`src/rtl/cpu_bus_tracer.sv`:
```
// cpu_bus_tracer
//
// Bus-cycle trace capture for the 6502 core. Sits beside the CPU on
// A_BUS/D_BUS/RW/SYNC and records each qualified bus cycle (cap_en=1) into a
// circular buffer, together with a free-running cycle stamp. An
// address/RW/SYNC trigger freezes the buffer after a programmable number of
// post-trigger entries. The frozen trace then drains oldest-first over a
// valid/ready port.
//
// Ports
//   clk            system clock, all state on the rising edge
//   RST            asynchronous active-low reset
//   cap_en         this clock is one bus cycle to sample
//   A_BUS/D_BUS    CPU address / data bus
//   RW, SYNC       CPU read(1)/write(0), opcode-fetch marker
//   arm, abort     control pulses (abort wins over arm)
//   trig_*         trigger compare value, bit mask, RW and SYNC qualifiers
//   post_count     entries captured after the trigger entry
//   state_o        0 IDLE, 1 ARMED, 2 POST, 3 DONE
//   overflow       pre-trigger entries were overwritten
//   fill           valid entries held in the buffer
//   trig_offset    readout index of the trigger entry
//   rd_valid/rd_ready/rd_data   readout port, rd_data = {stamp, RW, SYNC, addr, data}

module cpu_bus_tracer #(
    parameter int ADDR_W = 16,
    parameter int DATA_W = 8,
    parameter int DEPTH  = 64,
    parameter int PTR_W  = 6,
    parameter int CYC_W  = 16
) (
    input  logic                              clk,
    input  logic                              RST,
    input  logic                              cap_en,
    input  logic [ADDR_W-1:0]                 A_BUS,
    input  logic [DATA_W-1:0]                 D_BUS,
    input  logic                              RW,
    input  logic                              SYNC,
    input  logic                              arm,
    input  logic                              abort,
    input  logic [ADDR_W-1:0]                 trig_addr,
    input  logic [ADDR_W-1:0]                 trig_mask,
    input  logic                              trig_rw,
    input  logic                              trig_rw_any,
    input  logic                              trig_sync_only,
    input  logic [PTR_W-1:0]                  post_count,
    output logic [1:0]                        state_o,
    output logic                              overflow,
    output logic [PTR_W:0]                    fill,
    output logic [PTR_W-1:0]                  trig_offset,
    output logic                              rd_valid,
    input  logic                              rd_ready,
    output logic [CYC_W+2+ADDR_W+DATA_W-1:0]  rd_data
);

    localparam int ENTRY_W = CYC_W + 2 + ADDR_W + DATA_W;
    localparam logic [PTR_W:0] FULL     = (PTR_W+1)'(DEPTH);
    // Largest post-trigger run that still leaves the trigger entry in the buffer.
    localparam logic [PTR_W:0] POST_MAX = (PTR_W+1)'(DEPTH - 1);

    typedef enum logic [1:0] {
        IDLE  = 2'd0,
        ARMED = 2'd1,
        POST  = 2'd2,
        DONE  = 2'd3
    } state_t;

    state_t              state_reg, state_next;
    logic [PTR_W-1:0]    wr_ptr_reg, wr_ptr_next;
    logic [PTR_W-1:0]    rd_ptr_reg, rd_ptr_next;
    logic [PTR_W:0]      fill_reg, fill_next;
    logic [PTR_W:0]      rd_left_reg, rd_left_next;
    logic [PTR_W-1:0]    post_rem_reg, post_rem_next;
    logic [PTR_W-1:0]    trig_idx_reg, trig_idx_next;
    logic [PTR_W-1:0]    trig_off_reg, trig_off_next;
    logic [CYC_W-1:0]    stamp_reg, stamp_next;
    logic                overflow_reg, overflow_next;
    logic                rd_valid_reg, rd_valid_next;
    // Set on the edge that enters DONE so rd_valid rises one edge later.
    logic                rd_pend_reg, rd_pend_next;

    logic                mem_we;
    logic [ENTRY_W-1:0]  mem_wdata;
    logic [ENTRY_W-1:0]  mem [DEPTH];

    logic                trig_hit;
    logic                go_done;
    logic [PTR_W-1:0]    post_clamp;
    logic [PTR_W-1:0]    rd_start;

    assign trig_hit = (((A_BUS ^ trig_addr) & trig_mask) == '0)
                    && (trig_rw_any || (RW == trig_rw))
                    && (!trig_sync_only || SYNC);

    assign post_clamp = ({1'b0, post_count} > POST_MAX) ? POST_MAX[PTR_W-1:0] : post_count;

    // The stamp captured is the value before this edge's increment.
    assign mem_wdata = {stamp_reg, RW, SYNC, A_BUS, D_BUS};

    always_comb begin
        state_next    = state_reg;
        wr_ptr_next   = wr_ptr_reg;
        rd_ptr_next   = rd_ptr_reg;
        fill_next     = fill_reg;
        rd_left_next  = rd_left_reg;
        post_rem_next = post_rem_reg;
        trig_idx_next = trig_idx_reg;
        trig_off_next = trig_off_reg;
        overflow_next = overflow_reg;
        rd_valid_next = rd_valid_reg;
        rd_pend_next  = rd_pend_reg;
        stamp_next    = cap_en ? stamp_reg + 1'b1 : stamp_reg;
        mem_we        = 1'b0;
        go_done       = 1'b0;
        rd_start      = '0;

        if (abort) begin
            state_next    = IDLE;
            rd_valid_next = 1'b0;
            rd_pend_next  = 1'b0;
        end else if (arm && (state_reg == IDLE || state_reg == DONE)) begin
            state_next    = ARMED;
            wr_ptr_next   = '0;
            fill_next     = '0;
            overflow_next = 1'b0;
            rd_ptr_next   = '0;
            rd_valid_next = 1'b0;
            rd_pend_next  = 1'b0;
        end else begin
            case (state_reg)
                ARMED, POST: begin
                    if (cap_en) begin
                        mem_we      = 1'b1;
                        wr_ptr_next = wr_ptr_reg + 1'b1;
                        if (fill_reg == FULL) begin
                            overflow_next = 1'b1;
                        end else begin
                            fill_next = fill_reg + 1'b1;
                        end
                        if (state_reg == ARMED) begin
                            if (trig_hit) begin
                                trig_idx_next = wr_ptr_reg;
                                post_rem_next = post_clamp;
                                if (post_clamp == '0) begin
                                    go_done = 1'b1;
                                end else begin
                                    state_next = POST;
                                end
                            end
                        end else begin
                            post_rem_next = post_rem_reg - 1'b1;
                            if (post_rem_reg == 1) begin
                                go_done = 1'b1;
                            end
                        end
                    end
                end
                DONE: begin
                    if (rd_pend_reg) begin
                        rd_valid_next = 1'b1;
                        rd_pend_next  = 1'b0;
                    end else if (rd_valid_reg && rd_ready) begin
                        rd_ptr_next  = rd_ptr_reg + 1'b1;
                        rd_left_next = rd_left_reg - 1'b1;
                        if (rd_left_reg == 1) begin
                            rd_valid_next = 1'b0;
                        end
                    end
                end
                default: ;
            endcase

            // Freeze: uses this edge's updated pointer/fill so the final write counts.
            if (go_done) begin
                state_next    = DONE;
                rd_pend_next  = 1'b1;
                rd_start      = (fill_next == FULL) ? wr_ptr_next : '0;
                rd_ptr_next   = rd_start;
                trig_off_next = trig_idx_next - rd_start;
                rd_left_next  = fill_next;
            end
        end
    end

    always_ff @(posedge clk or negedge RST) begin
        if (!RST) begin
            state_reg    <= IDLE;
            wr_ptr_reg   <= '0;
            rd_ptr_reg   <= '0;
            fill_reg     <= '0;
            rd_left_reg  <= '0;
            post_rem_reg <= '0;
            trig_idx_reg <= '0;
            trig_off_reg <= '0;
            stamp_reg    <= '0;
            overflow_reg <= 1'b0;
            rd_valid_reg <= 1'b0;
            rd_pend_reg  <= 1'b0;
        end else begin
            state_reg    <= state_next;
            wr_ptr_reg   <= wr_ptr_next;
            rd_ptr_reg   <= rd_ptr_next;
            fill_reg     <= fill_next;
            rd_left_reg  <= rd_left_next;
            post_rem_reg <= post_rem_next;
            trig_idx_reg <= trig_idx_next;
            trig_off_reg <= trig_off_next;
            stamp_reg    <= stamp_next;
            overflow_reg <= overflow_next;
            rd_valid_reg <= rd_valid_next;
            rd_pend_reg  <= rd_pend_next;
        end
    end

    // Trace storage has no reset; write enable is held off by the IDLE state.
    always_ff @(posedge clk) begin
        if (mem_we) begin
            mem[wr_ptr_reg] <= mem_wdata;
        end
    end

    assign rd_data     = mem[rd_ptr_reg];
    assign state_o     = state_reg;
    assign overflow    = overflow_reg;
    assign fill        = fill_reg;
    assign trig_offset = trig_off_reg;
    assign rd_valid    = rd_valid_reg;

endmodule

```
`config.mk`:
```
export PLATFORM = sky130hd
export DESIGN_NAME = cpu_bus_tracer
export DESIGN_NICKNAME = d
export VERILOG_FILES = /design/src/rtl/cpu_bus_tracer.sv
export SDC_FILE = /design/constraint.sdc
export NUM_CORES = 2
export LEC_CHECK = 0
export BUFFER_PORTS_ARGS = -buffer_cell sky130_fd_sc_hd__buf_2
export CORE_UTILIZATION = 30
export CTS_CLUSTER_SIZE = 20
export DETAILED_ROUTE_END_ITERATION = 7
export PLACE_DENSITY_LB_ADDON = 0.05
export SYNTH_ARGS = -nofsm -noshare
export SYNTH_HDL_FRONTEND = slang
export SYNTH_SLANG_ARGS = --single-unit
```
`constraint.sdc`:
```
create_clock -name clk -period 6.4 [get_ports clk]
set_input_delay 0.96 -clock clk [delete_from_list [all_inputs] [get_ports clk]]
set_output_delay 0.96 -clock clk [all_outputs]
set_load 0.01 [all_outputs]
```
### Word level (Yosys, flattened, before mapping)

Memories as Yosys holds them, arrays and structs flattened.
Cells that the tools add are included.

* logic and storage cells: 136
* flip-flop bits (word level): 65
* input bits: 73
* memories: 1
* bits in writable memories: 2688
* output and inout bits: 59

* bitwise operators: 4
* multiplexer cells: 65
* add/subtract/negate cells: 7
* equality and inequality tests: 12
* reduce and logical (&&, ||, !) cells: 35

Memories
* mem: words 64, width 42, rd ports 1, clocked after memory_dff 0, write ports 1, line 84 `logic [ENTRY_W-1:0] mem [DEPTH];`

Operators with widths (number)
* 6-bit 2-to-1 mux: 19
* 7-bit 2-to-1 mux: 10
* 1-bit 2-to-1 mux: 28
* 4-bit nonzero test: 7
* 16-bit by 1-bit adder with 16-bit output, second input constant: 1
* 16-bit AND: 1
* 16-bit zero test: 1
* 2-bit 2-to-1 mux: 8
* 16-bit bitwise XOR: 1
* 5-bit AND reduction: 3
* 7-bit == test, second input constant: 2
* 6-bit by 1-bit adder with 6-bit output, second input constant: 2
* 2-bit nonzero test: 5
* 3-bit nonzero test: 3
* 4-bit AND reduction: 2
* 7-bit by 1-bit adder with 7-bit output, second input constant: 1
* 7-bit by 1-bit == test with 1-bit output, second input constant: 1
* 7-bit by 1-bit subtractor with 7-bit output, second input constant: 1
* 6-bit by 1-bit == test with 1-bit output, second input constant: 1
* 6-bit zero test: 1
* 3-bit AND reduction: 2
* 6-bit by 1-bit subtractor with 6-bit output, second input constant: 1
* 6-bit subtractor: 1
* 2-bit == test, second input constant: 2
* 13 further kinds: 19

### Depth between registers and ports, before layout

* depth in word-level cells: 14
* mapped depth: 18
* gate-level depth less buffers: 15

### Worst setup path after synthesis

No wires, ideal clock.

* path type: input to register
* from: input port cap_en
* to: memory mem[27][0] (netlist bit) (enable)
* arrival time: 3.780 ns
* buffers on the path: 2
* data required time: 5.958 ns
* library setup time: 0.442 ns
* path slack: 2.178 ns
* cell stages on the path: 6
* cells stage by stage: buf_4 -> nand2b_1 -> nor2_1 -> clkbuf_1 -> nand4b_1 -> nor2_1

* longest elaborated chain between the ends: 6

Ends and longest elaborated chain
* start: declaration: line 34 `input logic cap_en,`
* 1-bit 2-to-1 mux: line 132 `if (cap_en) begin`
* 1-bit 2-to-1 mux: line 130 `case (state_reg)`
* 1-bit 2-to-1 mux: line 121 `end else if (arm && (state_reg == IDLE || state_reg == DONE)) begin`
* 1-bit 2-to-1 mux: line 117 `if (abort) begin`
* 1-bit 2-to-1 mux: line 217 `if (mem_we) begin`
* 1-bit 2-to-1 mux (implied by the code): line 218 `mem[wr_ptr_reg] <= mem_wdata;`
* end: declaration: line 84

No other way between the ends.

### Final worst setup path

* from: register rd_ptr_reg[0]
* to: output port rd_data[13]

* longest elaborated chain between the ends: 1

Ends and longest elaborated chain
* start: declaration: line 70 `logic [PTR_W-1:0] rd_ptr_reg, rd_ptr_next;`
* start signal: assignment: line 202 `rd_ptr_reg <= rd_ptr_next;`
* memory read 64 x 42 bit
* end: declaration: line 53 `output logic [CYC_W+2+ADDR_W+DATA_W-1:0] rd_data`

No other way between the ends.

==> impl_summary.md <==
Timing
For the pin with the worst max-slew slack, the measured transition is 1.37 ns. The setup TNS after final layout is 0 ns. The maximum frequency from static timing analysis is 182 MHz.

The routed design could run at a clock period as short as 5.50 ns. Setup repair after global routing left no endpoint under its margin. The minimum setup slack in the final design is 0.900 ns.

The final count of negative-setup-slack endpoints is 0. For the final database, setup skew stands at 0.0215 ns. The number of hold-slack violations in the final timing report is 0. The count of final max-slew check failures came to 0. The relative slew slack is 8.44%. The period utilization is 85.9%.

Cells and area
The register with the most flip-flops in the layout has 2688 of them. The layout has 32100 filler cells. Summing all multi-input logic gate instances after layout gives 23100 um2. At the end of the flow, the number of nets in the layout was 4915. The post-route netlist has 35.2% of its cells at a drive strength greater than 1.

The layout overhead on the synthesized area is 18.0%. The combined flip-flop and latch cell area is 82400 um2.

Worst setup path
STA classifies the critical path endpoint as an output pin. The worst reg-to-reg setup slack is 1.79 ns. The startpoint type of the worst setup path is a flop. For the worst setup path, the data arrival time is 4.54 ns. Counting cells, the worst reg-to-reg path comes to 7. The kind of critical path is flop to output pin. In this run the critical register-to-register path is launched from state_o[1]. In this run the critical register-to-register path is captured at mem[20][17]. The data required time of the critical path is 5.44 ns. Along the worst path, the maximum fanout reaches 28.

Floorplanning
The top-level I/O count is 132. The height of the die is 596 um. The initial standard-cell utilization of the core is 30.2%.

The floorplan step set the die width to 596 um. Row generation in the floorplan step produced 217 rows. The placeable core region is 351000 um2. The area of the die is 356000 um2.

Clock tree
Clock tree synthesis inserted a total of 323 buffers. The later pin in the worst-skew pair is clocked with a latency of 0.92 ns. The clock transition at the registers of the reported paths is 0.06 ns. CTS built an H-tree with a depth of 5. In this run the clock root is driven by a sky130_fd_sc_hd__clkbuf_16.

The worst-case clock buffer depth is 4. In this run, post-CTS repair resized a total of 0 instances. Hold repair after CTS inserted 0 buffers. TritonCTS built the clock tree. The post-CTS setup repair buffer count is 0. The number of clock sinks seen by CTS is 2753.

Synthesis
The sequential element share of the synthesized area is 77.7%. The summed instance area of the synthesized netlist is 106000 um2. The share of synthesized cell area in and, or, nand and nor gates is 1.20%. During synthesis, Yosys emitted a total of 0 warnings.

The cell type with the largest total area after synthesis is sky130_fd_sc_hd__edfxtp_1. By area the synthesized netlist is led by sky130_fd_sc_hd__edfxtp_1, sky130_fd_sc_hd__mux4_2, sky130_fd_sc_hd__dfrtp_1, sky130_fd_sc_hd__clkbuf_1, sky130_fd_sc_hd__nor2_1. The post-synthesis compound-gate area fraction is 0.702%. The main flop type after synthesis is sky130_fd_sc_hd__edfxtp_1.

The combinational family with the most area after synthesis is multiplexers. Synthesis handed over a netlist of 4343 instances. Summed over its instances, the top area cell type makes up 76.1% of the synthesized netlist area. The synthesized netlist devotes 0.208% of its cell area to adder and majority cells. Synthesis instantiated 58 different standard cells from the library. Multiplexer cells account for 18.8% of the synthesized area. The post-synth net total is 4433.

The count of flip-flops with a built-in enable after synthesis is 2688. The share of synthesized registers carrying an async set or reset is 2.36%. Summing the areas of all xor and xnor instances in the mapped netlist gives 0.388% of the synthesized area. The total of flip-flops plus latches after synthesis is 2753. Dividing the synthesized area by the synthesized cell count gives 24.4 um2.

Outcome
The run finished with clean final reports.

Global routing
The number of global-route vias before repair is 52100. The number of antenna violations at the first check in global routing is 70. The wire length of the first global-routing pass is 482 mm.

The pin count of the biggest net entering global routing is 77. After global routing the overflow that remains totals 0. Across every metal layer, demand over resource in global routing totals 20.2%.

Route
The total length of routed wires is 362 mm. The wire length per cell is 36.8 um. The average via count per standard cell is 5.14.

The first detailed-routing pass ran for 8 iterations. The count of nets left with antenna violations after detail routing is 0. The via total after detailed routing is 50500. The number of design rule violations left after detail routing is 0. The number of DRC markers after the initial detailed-route iteration is 5899.

Placed design
The number of buffers added on ports is 131. The HPWL after detailed placement is 208 mm. Routability-driven placement finished with a final weighted congestion of 0.788.

At the placement stage, the worst setup path has a slack of 1.34 ns.

Worst hold path
The type of the most critical hold path is primary input to async pin.

Flow run
The tool flagged a number of max-cap violations equal to 0.

Power and ir drop
The static leakage power is 37.8 nW. The power per standard cell area is 338 nW/um2. IR analysis of the VDD net gives a maximum drop of 0.247 mV.
-- cell usage in the layout, fill, tap and decap left out, drive strengths merged, types with 17 or more instances in the layout --
cell	n
xor2	27
nor2	93
nor3	17
clkbuf	407
bufinv	20
nand2	73
dfrtp	65
diode	38
inv	31
edfxtp	2688
mux4	882
nand3	18
xnor2	20
a21oi	29
o21ai	32
clkinv	137
buf	384
-- area by class of cell --
class	instances	area share, %
inverter	20	0.0700
clock buffer	407	6.83
tap	4708	4.71
multi-input combinational	1343	18.5
timing repair buffer	384	2.78
antenna	38	0.0760
sequential	2753	65.9
clock inverter	171	1.16
-- how the worst max path moves through the flow --
stage	start	to	slack (ns)	cells after the start
3_5_place_dp	A_BUS[5]	trig_offset[5]	1.34	15
6_report	rd_ptr_reg[0]	rd_data[13]	0.90	6
2_1_floorplan	cap_en	mem[27][0]	2.18	6
5_1_grt	rd_ptr_reg[0]	rd_data[24]	0.73	6
3_3_place_gp	A_BUS[5]	trig_offset[5]	1.21	15
4_1_cts	rd_ptr_reg[0]	rd_data[24]	0.74	6
-- worst max-delay path: stages (launching register included) --
cell and delay (ns):
sky130_fd_sc_hd__dfrtp_4 1.02, sky130_fd_sc_hd__buf_12 0.31, sky130_fd_sc_hd__buf_12 0.31, sky130_fd_sc_hd__mux4_2 0.63
sky130_fd_sc_hd__mux4_2 0.61, sky130_fd_sc_hd__mux4_2 0.51, sky130_fd_sc_hd__buf_2 0.16
-- power breakdown --
| group | switching [W] | internal [W] |
|---|---|---|
| registers | 0.000130 | 0.0202 |
| clock network | 0.00745 | 0.0103 |
| logic | 0.00245 | 0.00178 |
-- metrics by stage --
step | util [%] | std cells | hold slack, ns | total power [W] | instance area (um2)
2_1_floorplan | - | 4343 | 0.446 | 0.0232 | 106000
3_3_place_gp | 32.8 | 9208 | 0.460 | 0.0250 | 115000
3_5_place_dp | 32.8 | 9208 | 0.467 | 0.0251 | 115000
4_1_cts | 35.6 | 9786 | 0.151 | 0.0429 | 125000
5_1_grt | 35.7 | 9807 | 0.224 | 0.0436 | 125000
6_report | 35.7 | 9824 | 0.190 | 0.0423 | 125000
-- kinds of logic after synthesis --
family,after synthesis
AO/OA/AOI/OAI,115
XOR/XNOR,47
adder cells (fa/ha/maj),17
buffers and inverters,247
flip-flops,2753
multiplexers,893
AND/OR/NAND/NOR,271
-- routing by layer --
layer / track usage, % / up-vias / share of wire (%)
met1: 28.9 / 28400 / 45
met5: 0 / - / 0.052
li1: - / 19900 / -
met4: 5.12 / 30 / 2.5
met2: 31.0 / 1707 / 46
met3: 4.75 / 454 / 7.1
-- cells in the mapped netlist (17+ instances only) --
library cell               number
sky130_fd_sc_hd__buf_2         68
sky130_fd_sc_hd__xor2_1        27
sky130_fd_sc_hd__nand2_1       73
sky130_fd_sc_hd__o21ai_0       31
sky130_fd_sc_hd__xnor2_1       20
sky130_fd_sc_hd__nor2_1        93
sky130_fd_sc_hd__a21oi_1       29
sky130_fd_sc_hd__inv_1         18
sky130_fd_sc_hd__mux4_2       882
sky130_fd_sc_hd__edfxtp_1    2688
sky130_fd_sc_hd__nand3_1       18
sky130_fd_sc_hd__buf_1         19
sky130_fd_sc_hd__nor3_1        17
sky130_fd_sc_hd__clkbuf_1     136
sky130_fd_sc_hd__dfrtp_1       65
Power figures use the tool's default switching activity.
